$ cat config.mk
export PLATFORM = sky130hd
export DESIGN_NAME = rat_ckpt_multi_flat
export DESIGN_NICKNAME = d
export VERILOG_FILES = /design/src/rtl/rat_ckpt_multi_pkg.sv /design/src/rtl/rat_ckpt_multi_if.sv /design/src/rtl/rat_ckpt_multi_ckpt_store.sv /design/src/rtl/rat_ckpt_multi.sv /design/src/flat_wrapper.sv
export SDC_FILE = /design/constraint.sdc
export NUM_CORES = 2
export LEC_CHECK = 0
export CORE_ASPECT_RATIO = 1.75
export CORE_UTILIZATION = 46
export CTS_BUF_LIST = sky130_fd_sc_hd__clkbuf_4 sky130_fd_sc_hd__clkbuf_8
export CTS_CLUSTER_DIAMETER = 120
export DETAILED_ROUTE_END_ITERATION = 6
export GPL_TIMING_DRIVEN = 0
export MAX_ROUTING_LAYER = met4
export PLACE_DENSITY = 0.65
export SLEW_MARGIN = 20
export SYNTH_ARGS = -nofsm -noshare
export SYNTH_HDL_FRONTEND = slang
export SYNTH_HIERARCHICAL = 1
export SYNTH_SLANG_ARGS = --single-unit
$ cat constraint.sdc
create_clock -name clk -period 28.7 [get_ports clk]
set_clock_uncertainty 0.1 [all_clocks]
set_input_delay 5.74 -clock clk [delete_from_list [all_inputs] [get_ports clk]]
set_output_delay 5.74 -clock clk [all_outputs]
set_load 0.02 [all_outputs]
$ cat src/rtl/rat_ckpt_multi_pkg.sv
// rat_ckpt_multi_pkg: shared types and sizes for the checkpointed register alias table
package rat_ckpt_multi_pkg;
   localparam int WIDTH            = 2;
   localparam int CDB_PORTS        = 2;
   localparam int PREG_IDX_WIDTH   = 6;
   localparam int NUM_PREGS        = 2 ** PREG_IDX_WIDTH;
   localparam int NUM_CKPT_DEFAULT = 4;
   localparam int NUM_CKPT         = NUM_CKPT_DEFAULT;
   localparam int CKPT_IDX_WIDTH   = $clog2(NUM_CKPT);

   typedef logic [PREG_IDX_WIDTH-1:0] free_list_entry_t;
   typedef logic [CKPT_IDX_WIDTH-1:0] ckpt_id_t;
   typedef logic [CKPT_IDX_WIDTH:0]   ckpt_cnt_t;
   typedef free_list_entry_t [31:0]   rat_map_t;

   typedef struct packed {
      logic             cdb_valid;
      free_list_entry_t preg_index;
   } cdb_t;

   function automatic rat_map_t identity_map();
      rat_map_t m;
      for (int i = 0; i < 32; i++) m[i] = free_list_entry_t'(i);
      return m;
   endfunction
endpackage

$ cat src/rtl/rat_ckpt_multi_if.sv
// rat_ckpt_multi_if: rename, completion and checkpoint-control bundle between dispatch and the RAT
interface rat_ckpt_multi_if;
   import rat_ckpt_multi_pkg::*;
   logic [WIDTH-1:0]           ren_valid;
   logic [WIDTH-1:0][4:0]      ren_rd;
   free_list_entry_t [WIDTH-1:0] ren_pd;
   logic [WIDTH-1:0][4:0]      ren_rs1;
   logic [WIDTH-1:0][4:0]      ren_rs2;
   free_list_entry_t [WIDTH-1:0] ren_ps1;
   free_list_entry_t [WIDTH-1:0] ren_ps2;
   logic [WIDTH-1:0]           ren_ps1_rdy;
   logic [WIDTH-1:0]           ren_ps2_rdy;
   cdb_t [CDB_PORTS-1:0]       cdb;
   logic                       ckpt_alloc;
   logic                       ckpt_avail;
   ckpt_id_t                   ckpt_alloc_id;
   logic                       ckpt_release;
   logic                       ckpt_restore;
   ckpt_id_t                   ckpt_restore_id;
   logic                       branch_flush;
   rat_map_t                   areg_array_rrf;

   modport master (
      output ren_valid, ren_rd, ren_pd, ren_rs1, ren_rs2, cdb, ckpt_alloc, ckpt_release,
             ckpt_restore, ckpt_restore_id, branch_flush, areg_array_rrf,
      input  ren_ps1, ren_ps2, ren_ps1_rdy, ren_ps2_rdy, ckpt_avail, ckpt_alloc_id
   );

   modport slave (
      input  ren_valid, ren_rd, ren_pd, ren_rs1, ren_rs2, cdb, ckpt_alloc, ckpt_release,
             ckpt_restore, ckpt_restore_id, branch_flush, areg_array_rrf,
      output ren_ps1, ren_ps2, ren_ps1_rdy, ren_ps2_rdy, ckpt_avail, ckpt_alloc_id
   );
endinterface

$ cat src/rtl/rat_ckpt_multi_ckpt_store.sv
// rat_ckpt_store: circular buffer of map snapshots with alloc/release/restore pointer logic
module rat_ckpt_store
   import rat_ckpt_multi_pkg::*;
(
   input  logic     clk,
   input  logic     rst,
   input  logic     flush_i,
   input  logic     alloc_i,
   input  logic     release_i,
   input  logic     restore_i,
   input  ckpt_id_t restore_id_i,
   input  rat_map_t snap_i,
   output logic     avail_o,
   output ckpt_id_t alloc_id_o,
   output rat_map_t restore_map_o
);
   rat_map_t  slot_q [NUM_CKPT];
   ckpt_id_t  head_q, head_d, tail_q, tail_d, head_rel;
   ckpt_cnt_t count_q, count_d;
   logic      rel, alc, wr;

   // a release frees the head first, so a full queue can still accept an alloc in the same cycle
   always_comb begin
      rel      = release_i && count_q != '0;
      head_rel = head_q + ckpt_id_t'(rel);
      alc      = alloc_i && (count_q != ckpt_cnt_t'(NUM_CKPT) || rel);
      wr       = !flush_i && !restore_i && alc;
      head_d   = flush_i ? '0 : head_rel;
      tail_d   = flush_i ? '0 : restore_i ? restore_id_i : tail_q + ckpt_id_t'(alc);
      count_d  = flush_i ? '0 :
                 restore_i ? ckpt_cnt_t'(ckpt_id_t'(restore_id_i - head_rel)) :
                 count_q - ckpt_cnt_t'(rel) + ckpt_cnt_t'(alc);
   end

   // queue pointers
   always_ff @(posedge clk) begin
      if (rst) begin
         head_q  <= '0;
         tail_q  <= '0;
         count_q <= '0;
      end else begin
         head_q  <= head_d;
         tail_q  <= tail_d;
         count_q <= count_d;
      end
   end

   // snapshot storage needs no reset: a slot is only read after it has been written
   always_ff @(posedge clk) begin
      if (wr) slot_q[tail_q] <= snap_i;
   end

   assign avail_o       = count_q != ckpt_cnt_t'(NUM_CKPT);
   assign alloc_id_o    = tail_q;
   assign restore_map_o = slot_q[restore_id_i];
endmodule

$ cat src/rtl/rat_ckpt_multi.sv
// rat_ckpt_multi: multi-lane register alias table with per-preg readiness and branch checkpoints
module rat_ckpt_multi
   import rat_ckpt_multi_pkg::*;
(
   input logic             clk,
   input logic             rst,
   rat_ckpt_multi_if.slave rat_io
);
   rat_map_t                     map_q, map_d, map_ren, restore_map;
   logic [NUM_PREGS-1:0]         rdy_q, rdy_d, rdy_ren, cdb_hit;
   free_list_entry_t [WIDTH-1:0] ps1, ps2;
   logic [WIDTH-1:0]             rdy1, rdy2;
   logic                         avail;
   ckpt_id_t                     alloc_id;

   // returns {ready, preg}; a younger lane's earlier sibling writing src overrides the map
   function automatic logic [PREG_IDX_WIDTH:0] lookup(input int j, input logic [4:0] src);
      free_list_entry_t ps;
      logic             rdy;
      ps  = map_q[src];
      rdy = rdy_q[ps] | cdb_hit[ps];
      for (int i = 0; i < WIDTH; i++)
         if (i < j && rat_io.ren_valid[i] && rat_io.ren_rd[i] == src) begin
            ps  = rat_io.ren_pd[i];
            rdy = 1'b0;
         end
      if (src == 5'd0) begin
         ps  = '0;
         rdy = 1'b1;
      end
      return {rdy, ps};
   endfunction

   // one-hot of pregs completing on any CDB port this cycle
   always_comb begin
      cdb_hit = '0;
      for (int p = 0; p < CDB_PORTS; p++)
         if (rat_io.cdb[p].cdb_valid) cdb_hit[rat_io.cdb[p].preg_index] = 1'b1;
   end

   // same-cycle source renaming for every lane
   always_comb begin
      ps1  = '0;
      ps2  = '0;
      rdy1 = '0;
      rdy2 = '0;
      for (int j = 0; j < WIDTH; j++) begin
         {rdy1[j], ps1[j]} = lookup(j, rat_io.ren_rs1[j]);
         {rdy2[j], ps2[j]} = lookup(j, rat_io.ren_rs2[j]);
      end
   end

   // post-rename map (also the snapshot source); rename clears apply after CDB sets
   always_comb begin
      map_ren = map_q;
      rdy_ren = rdy_q | cdb_hit;
      for (int i = 0; i < WIDTH; i++)
         if (rat_io.ren_valid[i] && rat_io.ren_rd[i] != 5'd0 && rat_io.ren_pd[i] != '0) begin
            map_ren[rat_io.ren_rd[i]] = rat_io.ren_pd[i];
            rdy_ren[rat_io.ren_pd[i]] = 1'b0;
         end
      map_d = rat_io.branch_flush ? rat_io.areg_array_rrf : rat_io.ckpt_restore ? restore_map : map_ren;
      rdy_d = rat_io.branch_flush ? '1 : rat_io.ckpt_restore ? rdy_q | cdb_hit : rdy_ren;
   end

   rat_ckpt_store u_store (
      .clk          (clk),
      .rst          (rst),
      .flush_i      (rat_io.branch_flush),
      .alloc_i      (rat_io.ckpt_alloc),
      .release_i    (rat_io.ckpt_release),
      .restore_i    (rat_io.ckpt_restore),
      .restore_id_i (rat_io.ckpt_restore_id),
      .snap_i       (map_ren),
      .avail_o      (avail),
      .alloc_id_o   (alloc_id),
      .restore_map_o(restore_map)
   );

   // architectural map and readiness state
   always_ff @(posedge clk) begin
      if (rst) begin
         map_q <= identity_map();
         rdy_q <= '1;
      end else begin
         map_q <= map_d;
         rdy_q <= rdy_d;
      end
   end

   assign rat_io.ren_ps1       = ps1;
   assign rat_io.ren_ps2       = ps2;
   assign rat_io.ren_ps1_rdy   = rdy1;
   assign rat_io.ren_ps2_rdy   = rdy2;
   assign rat_io.ckpt_avail    = avail;
   assign rat_io.ckpt_alloc_id = alloc_id;
endmodule
$ cat src/flat_wrapper.sv
// flat-port wrapper written by rule: the top's interface ports become plain ports
module rat_ckpt_multi_flat import rat_ckpt_multi_pkg::*;
  (clk, rst, rat_io_ren_valid, rat_io_ren_rd, rat_io_ren_pd, rat_io_ren_rs1, rat_io_ren_rs2, rat_io_cdb, rat_io_ckpt_alloc, rat_io_ckpt_release, rat_io_ckpt_restore, rat_io_ckpt_restore_id, rat_io_branch_flush, rat_io_areg_array_rrf, rat_io_ren_ps1, rat_io_ren_ps2, rat_io_ren_ps1_rdy, rat_io_ren_ps2_rdy, rat_io_ckpt_avail, rat_io_ckpt_alloc_id);
  rat_ckpt_multi_if rat_io_i ();
  input logic clk;
  input logic rst;
  input wire logic [$bits(rat_io_i.ren_valid)-1:0] rat_io_ren_valid;
  input wire logic [$bits(rat_io_i.ren_rd)-1:0] rat_io_ren_rd;
  input wire logic [$bits(rat_io_i.ren_pd)-1:0] rat_io_ren_pd;
  input wire logic [$bits(rat_io_i.ren_rs1)-1:0] rat_io_ren_rs1;
  input wire logic [$bits(rat_io_i.ren_rs2)-1:0] rat_io_ren_rs2;
  input wire logic [$bits(rat_io_i.cdb)-1:0] rat_io_cdb;
  input wire logic [$bits(rat_io_i.ckpt_alloc)-1:0] rat_io_ckpt_alloc;
  input wire logic [$bits(rat_io_i.ckpt_release)-1:0] rat_io_ckpt_release;
  input wire logic [$bits(rat_io_i.ckpt_restore)-1:0] rat_io_ckpt_restore;
  input wire logic [$bits(rat_io_i.ckpt_restore_id)-1:0] rat_io_ckpt_restore_id;
  input wire logic [$bits(rat_io_i.branch_flush)-1:0] rat_io_branch_flush;
  input wire logic [$bits(rat_io_i.areg_array_rrf)-1:0] rat_io_areg_array_rrf;
  output wire logic [$bits(rat_io_i.ren_ps1)-1:0] rat_io_ren_ps1;
  output wire logic [$bits(rat_io_i.ren_ps2)-1:0] rat_io_ren_ps2;
  output wire logic [$bits(rat_io_i.ren_ps1_rdy)-1:0] rat_io_ren_ps1_rdy;
  output wire logic [$bits(rat_io_i.ren_ps2_rdy)-1:0] rat_io_ren_ps2_rdy;
  output wire logic [$bits(rat_io_i.ckpt_avail)-1:0] rat_io_ckpt_avail;
  output wire logic [$bits(rat_io_i.ckpt_alloc_id)-1:0] rat_io_ckpt_alloc_id;
  assign rat_io_i.ren_valid = rat_io_ren_valid;
  assign rat_io_i.ren_rd = rat_io_ren_rd;
  assign rat_io_i.ren_pd = rat_io_ren_pd;
  assign rat_io_i.ren_rs1 = rat_io_ren_rs1;
  assign rat_io_i.ren_rs2 = rat_io_ren_rs2;
  assign rat_io_i.cdb = rat_io_cdb;
  assign rat_io_i.ckpt_alloc = rat_io_ckpt_alloc;
  assign rat_io_i.ckpt_release = rat_io_ckpt_release;
  assign rat_io_i.ckpt_restore = rat_io_ckpt_restore;
  assign rat_io_i.ckpt_restore_id = rat_io_ckpt_restore_id;
  assign rat_io_i.branch_flush = rat_io_branch_flush;
  assign rat_io_i.areg_array_rrf = rat_io_areg_array_rrf;
  assign rat_io_ren_ps1 = rat_io_i.ren_ps1;
  assign rat_io_ren_ps2 = rat_io_i.ren_ps2;
  assign rat_io_ren_ps1_rdy = rat_io_i.ren_ps1_rdy;
  assign rat_io_ren_ps2_rdy = rat_io_i.ren_ps2_rdy;
  assign rat_io_ckpt_avail = rat_io_i.ckpt_avail;
  assign rat_io_ckpt_alloc_id = rat_io_i.ckpt_alloc_id;
  rat_ckpt_multi u_core (.clk(clk), .rst(rst), .rat_io(rat_io_i));
endmodule
==> impl_summary.md <==
Die
The die is 458 um tall. The boundary pin count is 289. The area of the core region is 117000 um2. The site row count is 166.

The width of the die is 262 um. For this configuration, the core starts out at a cell density of 0.465. The area of the die is 120000 um2.

Critical path
The number of buffers and inverters on the critical path is 7. The minimum setup slack among reg-to-reg paths is 24.41 ns. The startpoint identified for the worst register-to-register timing path is u_core/u_store/count_q[1]$_SDFF_PP0_. Walking the worst path, the cells encountered are clkdlybuf4s50_1 > buf_4 > buf_2 > buf_4 > and2_1 > a22oi_1 > nand3_1 > o21ai_1 > nor2_1 > buf_2 > buf_2 > mux2i_1 > mux2i_1 > mux2i_1 > o221ai_1 > o211ai_1 > clkdlybuf4s50_1.

The critical path's slowest cell is sky130_fd_sc_hd__clkdlybuf4s50_1. The count of cells along the worst register-to-register path is 14. The data arrival time of the critical path is 12.03 ns.

For this run, the slowest stage of the critical path takes 0.79 ns. Among cell families on the critical path, the largest total delay comes from buffers and inverters. In this run the worst path has a maximum fanout of 10. The critical path class is input pin to primary output.

The critical path capture point type is a primary output. In this run the critical register-to-register path is captured at u_core/u_store/slot_q[1][77]$_DFFE_PP_. At the worst endpoint, the required time is 22.86 ns. The critical path launch point type is an input pin.

Layout
The net count reported at finish is 4936. After filler insertion, the fill cell instance count of the layout stands at 9951. The finished layout holds 6332 standard cells, fillers aside.

In the final layout, the share of cells above drive strength 1 is 0.227. At the end of the flow the core is filled with cells to 0.541. The layout-stage area growth over the synthesis result is 16.5%. The register area is 28300 um2.

The area taken by multi-input logic gates is 24600 um2.

Flow run
The max-cap violation count is 0.

Timing
The number of failing setup endpoints in the final timing report is 0. The total count of max-transition violations in the final report is 0. The upper clock frequency limit is 0.0560 GHz.

Setup slack on the critical path of the routed design comes to 10.83 ns. Setup repair after global routing left no endpoint under its margin. The smallest clock period supported by the final layout is computed as 17.87 ns. The worst slew slack as a fraction of its limit is 0.100.

At the pin with the least slew margin, the transition time is 1.35 ns. The final hold violation count was 0. The setup total negative slack is 0 ns.

The fraction of the cycle the final worst path needs is 0.623.

Detailed routing
The routed layout has 42800 vias. The total detailed-routing wirelength is 270 mm. For this run, design rule violations remaining after detail routing come to 5.

The first-iteration detailed-routing DRC count is 5498. The remaining number of nets flagged by the antenna check after routing is 0. The routed via count divided by cell count is 6.76. The number of iterations in the first detailed-routing pass is 7. The average routed wire per standard cell is 42.7 um.

Placement
At the placement stage, the worst setup path has a slack of 11.00 ns. Once placement completed, the tool counted placed cells totaling 6029. The congestion estimate from routability-driven global placement came to 1.11.

Summed over all nets, the half-perimeter wirelength after detailed placement is 210 mm. The count of buffers added on input and output ports is 252.

Synth
Yosys attributes the largest share of cell area to sky130_fd_sc_hd__edfxtp_1 42%, sky130_fd_sc_hd__mux4_2 16%, sky130_fd_sc_hd__dfxtp_1 9.7%. The post-synthesis average cell area is 13.1 um2. After synthesis, the share of flip-flops with an asynchronous set or reset is 0. The count of flip-flops with a built-in enable after synthesis is 768. The distinct cell type count after synthesis is 88.

In the synthesized netlist the dominant register cell turns out to be sky130_fd_sc_hd__edfxtp_1. The largest area contributor in the synthesized netlist is sky130_fd_sc_hd__edfxtp_1. The cell area that synthesis handed to floorplanning was 54500 um2. The count of mapped cells out of synthesis is 4160. The share of the Yosys chip area taken by registers is 0.519.

The net count after synthesis is 4424. The top-area cell type share of the netlist area is 0.423. The post-synthesis sequential element count is 1031. In the post-synthesis netlist, the cell with the most instances is sky130_fd_sc_hd__edfxtp_1. Counting instances in the post-synthesis netlist gives the leading cell types as 768 x sky130_fd_sc_hd__edfxtp_1, 504 x sky130_fd_sc_hd__nor2_1, 469 x sky130_fd_sc_hd__mux2i_1. Yosys printed 6 warnings.

CTS
The root cell of the clock tree is sky130_fd_sc_hd__clkbuf_8. After clock tree synthesis, the repair step resized 0 gates. The clock passes through at most 3 buffers. The clock sink count is 1031. The clock reaches the later pin of the worst-skew pair after 0.90 ns. The cts-stage hold buffer count is 0.

After clock tree synthesis, the setup repair step added 0 buffers. TritonCTS built the clock tree. The clock tree synthesis step divided the H-tree into 4 levels. Buffers inserted during clock tree synthesis total 153. After clock tree synthesis, the clock-pin slew on the worst setup and hold paths is 0.07 ns.

Min path
The worst hold path passes through 2 cells. The beginning of the worst hold path is u_core/rdy_q[0]$_SDFF_PP1_. The destination of the worst hold path is u_core/rdy_q[0]$_SDFF_PP1_. The worst hold path belongs to the class flop to flop.

Global route
The via count of the first global-routing pass is 42200. Entering global routing, the biggest net connects 22 pins. The first global-routing pass estimated 359 mm of wire.

For this run, the total global-route usage over all layers was measured as 0.463. For this run the aggregate overflow at the end of global routing stands at 0. The number of antenna violations at the first check in global routing is 22.

Pwr
In this run the static leakage power is 22.2 nW. The total power density per cell area is 57.2 nW/um2. After layout, the design draws a total of 3.63 mW.

The highest ir drop seen on vdd is 0.0479 mV.

Status
The run finished, with violations left. The checks that failed: design-rule violations.
## layer usage
metal	global-route usage	up-vias	part of all wire
li1	-	17200	-
met1	0.468	21400	0.32
met3	0.112	1140	0.090
met2	0.730	3084	0.47
met4	0.454	0	0.13
met5	-	-	0
## power by group
group	internal, mW	total (mW)	leakage (nW)	switching (mW)
sequential	1.64	1.71	9.07	0.0647
combinational	0.240	0.655	11.5	0.415
clock	0.661	1.27	1.72	0.608
## how the worst max path moves through the flow
stage	from	end	slack, ns	cells after the start
detailed placement	rat_io_ren_rs1[0]	rat_io_ren_ps1_rdy[0]	11.00	17
global route	rat_io_ren_rs1[0]	rat_io_ren_ps1_rdy[0]	10.84	17
floorplan	rat_io_ckpt_restore	u_core/u_store/slot_q[1][0]$_DFFE_PP_	7.47	4
CTS	rat_io_ren_rs1[0]	rat_io_ren_ps1_rdy[0]	11.00	17
global placement	rat_io_ckpt_restore	u_core/u_store/slot_q[1][77]$_DFFE_PP_	-6.77	5
finish	rat_io_ren_rs1[0]	rat_io_ren_ps1_rdy[0]	10.83	17
## state kept, by name, summed over array words and instances, names as in the netlist
name / count
u_core/u_store/count_q: 3
u_core/map_q: 192
u_core/u_store/head_q: 2
u_core/u_store/alloc_id_o: 2
u_core/rdy_q: 64
u_core/u_store/slot_q: 768
## worst register-to-register path: cells and delay by family (launching register included)
kind / cells / cell delay (ns)
buffers and inverters: 11 / 2.38
DFF: 1 / 0.46
and+or+nand+nor: 3 / 1.07
## cell families after synthesis
| logic type | Yosys count | synth area share |
|---|---|---|
| muxes | 987 | 0.276 |
| AOI/OAI and AO/OA | 735 | 0.0839 |
| xor gates and xnor gates | 15 | 0.00241 |
| adders and majority gates | 6 | 0.00151 |
| DFF | 1031 | 0.519 |
| buffers and inverters | 373 | 0.0321 |
| and+or+nand+nor | 1013 | 0.0849 |
## final cells by class
| class | instances | area share |
|---|---|---|
| Tap cell | 1512 | 0.0298 |
| Timing Repair Buffer | 357 | 0.0563 |
| Buffer | 353 | 0.0276 |
| Clock inverter | 68 | 0.00936 |
| Inverter | 20 | 0.00118 |
| Sequential cell | 1031 | 0.446 |
| Multi-Input combinational cell | 2756 | 0.388 |
| Antenna cell | 19 | 0.000749 |
| Clock buffer | 216 | 0.0415 |
## layout by cell type, fill, tap and decap left out, types with 85 or more instances in the layout
cell / n
sky130_fd_sc_hd__mux2i_1: 464
sky130_fd_sc_hd__buf_2: 85
sky130_fd_sc_hd__clkbuf_1: 162
sky130_fd_sc_hd__mux2_2: 118
sky130_fd_sc_hd__a21oi_1: 252
sky130_fd_sc_hd__mux4_2: 385
sky130_fd_sc_hd__clkdlybuf4s50_1: 252
sky130_fd_sc_hd__edfxtp_1: 768
sky130_fd_sc_hd__clkbuf_8: 162
sky130_fd_sc_hd__nand2_1: 200
sky130_fd_sc_hd__nor2_1: 500
sky130_fd_sc_hd__dfxtp_1: 263
sky130_fd_sc_hd__o21ai_0: 121
## stage by stage
| stage | cell area, um2 | hold slack, ns |
|---|---|---|
| after global placement | 59000 | 0.386 |
| after global routing | 63500 | 0.453 |
| after CTS | 63400 | 0.401 |
| after detailed placement | 60200 | 0.383 |
| final | 63500 | 0.416 |
| after floorplan | 54500 | 0.344 |
Note: power is estimated with default switching activity, not from simulation.
